<file path="src/rtl/tpu_ctrl_pkg.sv">
// Shared definitions for the multi-tile systolic-array controller:
// one-hot state bit indices, state width and the skew-drain length helper.
package tpu_ctrl_pkg;

  localparam int STATE_W   = 6;
  localparam int S_IDLE    = 0;
  localparam int S_LOAD    = 1;
  localparam int S_STREAM  = 2;
  localparam int S_TAIL    = 3;
  localparam int S_IMG2COL = 4;
  localparam int S_END     = 5;

  typedef logic [STATE_W-1:0] state_t;

  // Cycles for the last activation to leave an n x n skewed array.
  function automatic int tail_cycles(input int n);
    return 2 * n - 1;
  endfunction

endpackage

</file>
<file path="src/rtl/tpu_tile_controller_if.sv">
// Host/array-side bundle of the tile controller: start/done, job config,
// param RAM read port, weight-load strobe and activation stream handshake.
interface tpu_tile_controller_if
  import tpu_ctrl_pkg::*;
#(
  parameter int ARR_N  = 8,
  parameter int TILE_W = 8,
  parameter int ADDR_W = 16,
  parameter int LEN_W  = 16
) ();

  logic                       start;
  logic [TILE_W-1:0]          cfg_tiles;
  logic [LEN_W-1:0]           cfg_stream_len;
  logic [ADDR_W-1:0]          cfg_param_base;
  logic                       cfg_img2col;
  logic                       busy;
  logic                       done;
  logic [STATE_W-1:0]         curr_state;
  logic [TILE_W-1:0]          tile_idx;
  logic                       param_cs;
  logic [ADDR_W-1:0]          param_addr;
  logic                       w_load;
  logic [$clog2(ARR_N)-1:0]   w_row;
  // Stream handshake: a vector transfers in every cycle where stream_valid
  // and stream_ready are both high at the clock edge; stream_valid never
  // depends on stream_ready and stays high until the transfer happens.
  logic                       stream_valid;
  logic                       stream_ready;
  logic                       drain;
  logic                       img2col_busy;

  modport ctrl (
    input  start, cfg_tiles, cfg_stream_len, cfg_param_base, cfg_img2col, stream_ready,
    output busy, done, curr_state, tile_idx, param_cs, param_addr, w_load, w_row,
           stream_valid, drain, img2col_busy
  );

  modport host (
    output start, cfg_tiles, cfg_stream_len, cfg_param_base, cfg_img2col, stream_ready,
    input  busy, done, curr_state, tile_idx, param_cs, param_addr, w_load, w_row,
           stream_valid, drain, img2col_busy
  );

endinterface

</file>
<file path="src/rtl/tpu_param_addr_gen.sv">
// Weight-fetch address generator: base + tile*ARR_N + row, plus the
// one-cycle delayed weight-row strobe matching the RAM read latency.
module tpu_param_addr_gen #(
  parameter int ARR_N  = 8,
  parameter int TILE_W = 8,
  parameter int ADDR_W = 16
) (
  input  logic                     clk,
  input  logic                     rst,
  input  logic                     en,
  input  logic [ADDR_W-1:0]        base,
  input  logic [TILE_W-1:0]        tile,
  input  logic [$clog2(ARR_N):0]   row,
  output logic                     cs,
  output logic [ADDR_W-1:0]        addr,
  output logic                     w_load,
  output logic [$clog2(ARR_N)-1:0] w_row
);

  localparam int RW = $clog2(ARR_N);

  logic [ADDR_W-1:0] tile_off;

  // ARR_N is a power of two, so row < ARR_N is just the top bit clear.
  assign cs       = en && !row[RW];
  assign tile_off = ADDR_W'(tile) << RW;
  assign addr     = cs ? (base + tile_off + ADDR_W'(row)) : '0;

  always_ff @(posedge clk) begin
    if (rst) begin
      w_load <= 1'b0;
      w_row  <= '0;
    end else begin
      w_load <= cs;
      w_row  <= cs ? row[RW-1:0] : '0;
    end
  end

endmodule

</file>
<file path="src/rtl/tpu_tile_controller.sv">
// Multi-tile systolic job sequencer: per tile [IMG2COL] -> LOAD -> STREAM -> TAIL,
// then END. IMG2COL is honoured only when TPU_CTRL_IMG2COL_EN is defined.
module tpu_tile_controller
  import tpu_ctrl_pkg::*;
#(
  parameter int ARR_N  = 8,
  parameter int TILE_W = 8,
  parameter int ADDR_W = 16,
  parameter int LEN_W  = 16
) (
  input  logic                 clk,
  input  logic                 rst,
  tpu_tile_controller_if.ctrl  bus
);

  localparam int RW    = $clog2(ARR_N);
  localparam int CNT_W = (LEN_W > 8) ? LEN_W : 8;

  localparam logic [STATE_W-1:0] ST_IDLE    = STATE_W'(1) << S_IDLE;
  localparam logic [STATE_W-1:0] ST_LOAD    = STATE_W'(1) << S_LOAD;
  localparam logic [STATE_W-1:0] ST_STREAM  = STATE_W'(1) << S_STREAM;
  localparam logic [STATE_W-1:0] ST_TAIL    = STATE_W'(1) << S_TAIL;
  localparam logic [STATE_W-1:0] ST_IMG2COL = STATE_W'(1) << S_IMG2COL;
  localparam logic [STATE_W-1:0] ST_END     = STATE_W'(1) << S_END;

  state_t             state_q, state_d;
  logic [CNT_W-1:0]   cnt_q, cnt_d;
  logic [TILE_W-1:0]  tile_q, tile_d;
  logic [TILE_W-1:0]  tiles_q;
  logic [LEN_W-1:0]   len_q;
  logic [ADDR_W-1:0]  base_q;
  logic               accept;
  logic               i2c_start;
  logic               i2c_tile;

`ifdef TPU_CTRL_IMG2COL_EN
  logic img2col_q;

  always_ff @(posedge clk) begin
    if (rst)         img2col_q <= 1'b0;
    else if (accept) img2col_q <= bus.cfg_img2col;
  end

  assign i2c_start        = bus.cfg_img2col;
  assign i2c_tile         = img2col_q;
  assign bus.img2col_busy = state_q[S_IMG2COL];
`else
  logic unused_cfg_img2col;

  assign unused_cfg_img2col = bus.cfg_img2col;
  assign i2c_start          = 1'b0;
  assign i2c_tile           = 1'b0;
  assign bus.img2col_busy   = 1'b0;
`endif

  always_comb begin
    state_d = state_q;
    cnt_d   = cnt_q;
    tile_d  = tile_q;
    accept  = 1'b0;
    if (!$onehot(state_q)) begin
      state_d = ST_IDLE;
      cnt_d   = '0;
      tile_d  = '0;
    end else if (state_q[S_IDLE]) begin
      if (bus.start) begin
        accept = 1'b1;
        tile_d = '0;
        cnt_d  = '0;
        if (bus.cfg_tiles == '0) state_d = ST_END;
        else if (i2c_start)      state_d = ST_IMG2COL;
        else                     state_d = ST_LOAD;
      end
    end else if (state_q[S_IMG2COL]) begin
      if (cnt_q == CNT_W'(ARR_N - 1)) begin
        state_d = ST_LOAD;
        cnt_d   = '0;
      end else begin
        cnt_d = cnt_q + CNT_W'(1);
      end
    end else if (state_q[S_LOAD]) begin
      // ARR_N read cycles plus one more to catch the last RAM word.
      if (cnt_q == CNT_W'(ARR_N)) begin
        state_d = ST_STREAM;
        cnt_d   = '0;
      end else begin
        cnt_d = cnt_q + CNT_W'(1);
      end
    end else if (state_q[S_STREAM]) begin
      if (len_q == '0) begin
        state_d = ST_TAIL;
        cnt_d   = '0;
      end else if (bus.stream_ready) begin
        if (cnt_q + CNT_W'(1) == CNT_W'(len_q)) begin
          state_d = ST_TAIL;
          cnt_d   = '0;
        end else begin
          cnt_d = cnt_q + CNT_W'(1);
        end
      end
    end else if (state_q[S_TAIL]) begin
      if (cnt_q == CNT_W'(tail_cycles(ARR_N) - 1)) begin
        cnt_d = '0;
        if (tile_q == tiles_q - TILE_W'(1)) begin
          state_d = ST_END;
        end else begin
          tile_d  = tile_q + TILE_W'(1);
          state_d = i2c_tile ? ST_IMG2COL : ST_LOAD;
        end
      end else begin
        cnt_d = cnt_q + CNT_W'(1);
      end
    end else begin
      state_d = ST_IDLE;
    end
  end

  always_ff @(posedge clk) begin
    if (rst) begin
      state_q <= ST_IDLE;
      cnt_q   <= '0;
      tile_q  <= '0;
      tiles_q <= '0;
      len_q   <= '0;
      base_q  <= '0;
    end else begin
      state_q <= state_d;
      cnt_q   <= cnt_d;
      tile_q  <= tile_d;
      if (accept) begin
        tiles_q <= bus.cfg_tiles;
        len_q   <= bus.cfg_stream_len;
        base_q  <= bus.cfg_param_base;
      end
    end
  end

  tpu_param_addr_gen #(
    .ARR_N  (ARR_N),
    .TILE_W (TILE_W),
    .ADDR_W (ADDR_W)
  ) u_addr_gen (
    .clk    (clk),
    .rst    (rst),
    .en     (state_q[S_LOAD]),
    .base   (base_q),
    .tile   (tile_q),
    .row    (cnt_q[RW:0]),
    .cs     (bus.param_cs),
    .addr   (bus.param_addr),
    .w_load (bus.w_load),
    .w_row  (bus.w_row)
  );

  assign bus.busy         = !state_q[S_IDLE];
  assign bus.done         = state_q[S_END];
  assign bus.curr_state   = state_q;
  assign bus.tile_idx     = tile_q;
  assign bus.stream_valid = state_q[S_STREAM] && (len_q != '0);
  assign bus.drain        = state_q[S_TAIL];

endmodule

</file>
<file path="src/flat_wrapper.sv">
// flat-port wrapper written by rule: the top's interface ports become plain ports
module tpu_tile_controller_flat import tpu_ctrl_pkg::*;
#(
  parameter int ARR_N  = 8,
  parameter int TILE_W = 8,
  parameter int ADDR_W = 16,
  parameter int LEN_W  = 16
)
  (clk, rst, bus_start, bus_cfg_tiles, bus_cfg_stream_len, bus_cfg_param_base, bus_cfg_img2col, bus_stream_ready, bus_busy, bus_done, bus_curr_state, bus_tile_idx, bus_param_cs, bus_param_addr, bus_w_load, bus_w_row, bus_stream_valid, bus_drain, bus_img2col_busy);
  tpu_tile_controller_if #(.ARR_N(ARR_N), .TILE_W(TILE_W), .ADDR_W(ADDR_W), .LEN_W(LEN_W)) bus_i ();
  input  logic clk;
  input  logic rst;
  input wire logic [$bits(bus_i.start)-1:0] bus_start;
  input wire logic [$bits(bus_i.cfg_tiles)-1:0] bus_cfg_tiles;
  input wire logic [$bits(bus_i.cfg_stream_len)-1:0] bus_cfg_stream_len;
  input wire logic [$bits(bus_i.cfg_param_base)-1:0] bus_cfg_param_base;
  input wire logic [$bits(bus_i.cfg_img2col)-1:0] bus_cfg_img2col;
  input wire logic [$bits(bus_i.stream_ready)-1:0] bus_stream_ready;
  output wire logic [$bits(bus_i.busy)-1:0] bus_busy;
  output wire logic [$bits(bus_i.done)-1:0] bus_done;
  output wire logic [$bits(bus_i.curr_state)-1:0] bus_curr_state;
  output wire logic [$bits(bus_i.tile_idx)-1:0] bus_tile_idx;
  output wire logic [$bits(bus_i.param_cs)-1:0] bus_param_cs;
  output wire logic [$bits(bus_i.param_addr)-1:0] bus_param_addr;
  output wire logic [$bits(bus_i.w_load)-1:0] bus_w_load;
  output wire logic [$bits(bus_i.w_row)-1:0] bus_w_row;
  output wire logic [$bits(bus_i.stream_valid)-1:0] bus_stream_valid;
  output wire logic [$bits(bus_i.drain)-1:0] bus_drain;
  output wire logic [$bits(bus_i.img2col_busy)-1:0] bus_img2col_busy;
  assign bus_i.start = bus_start;
  assign bus_i.cfg_tiles = bus_cfg_tiles;
  assign bus_i.cfg_stream_len = bus_cfg_stream_len;
  assign bus_i.cfg_param_base = bus_cfg_param_base;
  assign bus_i.cfg_img2col = bus_cfg_img2col;
  assign bus_i.stream_ready = bus_stream_ready;
  assign bus_busy = bus_i.busy;
  assign bus_done = bus_i.done;
  assign bus_curr_state = bus_i.curr_state;
  assign bus_tile_idx = bus_i.tile_idx;
  assign bus_param_cs = bus_i.param_cs;
  assign bus_param_addr = bus_i.param_addr;
  assign bus_w_load = bus_i.w_load;
  assign bus_w_row = bus_i.w_row;
  assign bus_stream_valid = bus_i.stream_valid;
  assign bus_drain = bus_i.drain;
  assign bus_img2col_busy = bus_i.img2col_busy;
  tpu_tile_controller #(.ARR_N(ARR_N), .TILE_W(TILE_W), .ADDR_W(ADDR_W), .LEN_W(LEN_W)) u_core (.clk(clk), .rst(rst), .bus(bus_i));
endmodule
</file>
<file path="config.mk">
export PLATFORM = sky130hd
export DESIGN_NAME = tpu_tile_controller_flat
export DESIGN_NICKNAME = d
export VERILOG_FILES = /design/src/rtl/tpu_ctrl_pkg.sv /design/src/rtl/tpu_tile_controller_if.sv /design/src/rtl/tpu_param_addr_gen.sv /design/src/rtl/tpu_tile_controller.sv /design/src/flat_wrapper.sv
export SDC_FILE = /design/constraint.sdc
export NUM_CORES = 1
export LEC_CHECK = 0
export CORE_UTILIZATION = 45
export DETAILED_ROUTE_END_ITERATION = 7
export HOLD_SLACK_MARGIN = 0.1
export PLACE_DENSITY = 0.7
export SKIP_LAST_GASP = 1
export SLEW_MARGIN = 20
export SYNTH_ARGS = -nofsm -noshare
export SYNTH_HDL_FRONTEND = slang
export SYNTH_SLANG_ARGS = --single-unit
</file>
<file path="constraint.sdc">
create_clock -name clk -period 4.7 [get_ports clk]
set_input_delay 0.47 -clock clk [delete_from_list [all_inputs] [get_ports clk]]
set_output_delay 0.47 -clock clk [all_outputs]
set_load 0.005 [all_outputs]
</file>
==> results of run 1 <==
## metal layers
layer | vias to the layer above | share of wire [%] | GRT usage, %
met5 | - | 0 | 0
met4 | 0 | 2.7 | 10.1
met3 | 31 | 5.3 | 4.72
met2 | 156 | 49 | 41.0
met1 | 2195 | 43 | 26.9
li1 | 2380 | - | -
## layout make-up
class                           count  share of cell area (%)
Multi-Input combinational cell    503                    52.0
Tap cell                          136                    2.82
Sequential cell                    74                    24.6
Timing Repair Buffer               90                    14.6
Clock buffer                       12                    2.74
Clock inverter                      4                    1.20
Inverter                           33                    2.05
## power breakdown
group	internal (mW)	switching (mW)
logic	0.439	0.648
clock network	0.342	0.247
registers	0.745	0.135
total	1.53	1.03
## flip-flops by register name, summed over array words and instances, names as in the netlist
signal / cells
u_core.bus.curr_state: 6
u_core.u_addr_gen.w_row: 3
u_core.base_q: 16
u_core.u_addr_gen.w_load: 1
u_core.bus.tile_idx: 8
u_core.cnt_q: 16
u_core.len_q: 16
u_core.tiles_q: 8
## worst max-delay path: stages, from the launching register on
cell,delay [ns]
dfxtp_2,0.42
inv_1,0.09
fa_1,0.53
inv_1,0.04
ha_1,0.30
nor2b_1,0.16
o21ai_0,0.11
a21boi_0,0.31
o311ai_0,0.16
buf_4,0.17
a211oi_1,0.28
o211ai_1,0.18
xor2_1,0.16
nor2_1,0.09
clkdlybuf4s50_1,0.51
## final timing paths
kind                                             from                            end  slack (ns)  cells past startpoint
hold reg to reg         u_core.base_q[6]$_SDFFE_PP0P_  u_core.base_q[6]$_SDFFE_PP0P_        0.47                      2
setup / recovery  u_core.bus.tile_idx[0]$_SDFFE_PP0P_             bus_param_addr[15]        0.36                     14
setup reg to reg  u_core.bus.curr_state[0]$_SDFF_PP1_   u_core.cnt_q[2]$_SDFFE_PP0P_        1.00                     12
hold / removal          u_core.base_q[6]$_SDFFE_PP0P_  u_core.base_q[6]$_SDFFE_PP0P_        0.47                      2
## kinds of logic (layout without fill, tap and decap cells)
kind of cell    Yosys count  count (layout)  synth area share, %
mux                       6               6                 1.22
buf+inv                  68             139                 5.87
flops                    74              74                 30.2
xor+xnor                 44              44                 7.86
other cells               1               1               0.0765
simple gates            277             277                 27.8
compound gates          138             138                 16.9
fa+ha+maj                37              37                 10.1
## metrics by stage
stage,hold WS (ns),area [µm²]
floorplan,0.436,4900
global placement,0.448,5790
detailed placement,0.451,5790
CTS,0.467,6030
global route,0.487,6030
finish,0.465,6030
## timing repair
item | 4_1_cts | 5_1_grt
resized for setup | 0 | 1
hold buffers | 0 | 0
endpoints found under the setup margin | 0 | 1
## layout by cell type, fill, tap and decap left out, types with 3 or more instances in the layout
cell type / count
nor3_1: 17
buf_4: 8
nor2b_1: 3
nand3b_1: 3
clkdlybuf4s50_1: 82
a31oi_1: 16
and4_1: 3
nor4_1: 15
o21ai_1: 6
and2_1: 6
or2_2: 3
xnor2_1: 19
ha_1: 33
nor2_1: 42
nand3_1: 25
dfxtp_1: 73
mux2i_1: 6
fa_1: 4
inv_1: 33
and3_1: 10
or3_1: 5
a21oi_1: 67
clkbuf_8: 12
nand2b_1: 5
nand4_1: 9
o21ai_0: 21
xor2_1: 25
nand2_1: 118
==> summary by stage, run 1 <==
Worst setup path
The arrival time reported for the critical path endpoint is 3.87 ns. The startpoint type of the worst setup path is a register. The largest driver fanout on the critical path is 8.

The required time of the critical path is around 4.2 ns. The category of the worst setup path capture point is an output pin. By startpoint and endpoint, the worst setup path is classified as register to output pin.

Finish
The count of nets after finishing is 793. The count of antenna diodes in the layout is 0. The area growth from synthesis to final layout is 23.0%. The area of the multi-input gates is 3140 µm². The utilization after layout is 57.7%.

The final-layout fill cell count is 991. The area used by sequential logic in the layout is 1480 µm². The count of cells in the finished layout, fillers not included, comes to 852. The layout cell share with drive strength beyond 1 is 5.45%.

Detailed routing
The post-detailed-route via-to-cell ratio is 5.59. The number of DRC markers after the initial detailed-route iteration is between 200 and 250. The routed via count is 4762. Dividing the detail-routed wire length by the instance count gives ~15 µm. The number of design rule violations left after detail routing is 0. The routed design has roughly 13000 µm of wire.

For this run, the detailed router's first-pass iteration total came to 5. In this run the remaining antenna-violating nets after routing total 0.

Synthesis
The largest area contributor in the netlist is dfxtp_1. The fraction of synthesized cell area taken by the top area cell type is slightly above 30%. Counting flops with a built-in enable in the synthesized netlist gives 0.

In the synthesized netlist, the cells that appear most often are nand2_1, dfxtp_1, a21oi_1, nor2_1. Sequential cells were found to cover roughly 30% of the synthesized design area. Synthesis produced 645 cells. The average instance area after synthesis is 7.60 µm².

The post-synth net total is 727. Among all cell types in the netlist, the one instantiated most often is nand2_1. The most used flip-flop cell after synthesis is dfxtp_1. The synthesized netlist occupies a cell area of 4900 µm². The share of synthesized flip-flops with an asynchronous set or reset is 0%. The synthesized flop and latch total is 74. Yosys printed 0 warnings. In the post-synthesis netlist, the biggest area contributors are dfxtp_1, nand2_1, ha_1. Synthesis instantiated 63 different standard cells from the library.

CTS
Clock tree synthesis found a total of between 70 and 80 sinks. The H-tree level count is 3. The number of clock buffers added by TritonCTS is 9.

The insertion delay to the later sink of the worst-skew pair is around 0.36 ns. The buffer type at the clock tree root is clkbuf_8. TritonCTS built the clock tree.

The number of buffers on the longest clock path is 2. The clock transition at the registers of the reported paths is 0.07 ns. Once the clock tree was built, the setup fixing pass inserted 0 buffers.

Power
The overall power consumption is 2.56 mW. Dividing total power by cell area gives a power density of roughly 420 nW/µm². The leakage power summed over all cells is 2.30 nW. The worst-case IR drop observed on VDD is 0.216 mV.

Placed design
Once detailed placement completed, the half-perimeter wirelength came to just under 10000 µm. The final estimated routing congestion in global placement is 0.894. Buffers placed on the I/O ports in this run total 82.

The worst slack after detailed placement is 0.619 ns. The total placed cells including tap cells is between 800 and 900.

STA
At the pin with the least slew margin, the transition time is 0.823 ns. The relative slew slack is 43.7%. After routing, the total negative slack on setup checks comes to 0 ns.

The part of the cycle the worst path needs is between 90% and 100%. The count of endpoints failing hold in the final timing report was 0. The final period demand of the worst path is ~4.3 ns. Setup repair after global routing left no endpoint under its margin. Setup violations remaining at the end of the flow were counted as 0. The max-slew violation count is 0. Across the routed clock network, the largest skew measured is 0.0101 ns. The final worst-path setup slack is around 0.36 ns. Timing would allow up to 230 MHz.

Global route
The first global-routing pass estimated ~21000 µm of wire. The via count of the first global-routing pass is roughly 4400. The initial antenna violation count is 0. Entering global routing, the biggest net connects 41 pins.

The overall fraction of global-route tracks in use is 23.2%. The remaining global-route overflow is 0.

Flow run
Across the run, the number of max-cap violations was 0.

Outcome
The flow ran to the end, and the final reports show no timing, DRC or antenna violations.

Floorplanning
The die span in x is 106 µm. The area of the placeable core is about 10000 µm². The full die area is 11300 µm². During I/O placement, the number of pins put on the boundary was 85. The effective utilization at floorplan is between 40% and 50%. The row count is 37. The die is 106 µm tall.

Min path
The class of the tightest hold or removal check is register to register.
No activity file was read; power rests on OpenSTA's default activity.
==> run 2: changes to the inputs <==
--- a/config.mk
+++ b/config.mk
@@ -6,11 +6,11 @@
 export NUM_CORES = 1
 export LEC_CHECK = 0
 export CORE_UTILIZATION = 45
+export CTS_BUF_LIST = sky130_fd_sc_hd__clkbuf_8
 export DETAILED_ROUTE_END_ITERATION = 7
 export HOLD_SLACK_MARGIN = 0.1
 export PLACE_DENSITY = 0.7
 export SKIP_LAST_GASP = 1
-export SLEW_MARGIN = 20
 export SYNTH_ARGS = -nofsm -noshare
 export SYNTH_HDL_FRONTEND = slang
 export SYNTH_SLANG_ARGS = --single-unit
==> results of run 2 <==
Same layout as run 1: the final DEF is identical, and so are final timing and power.
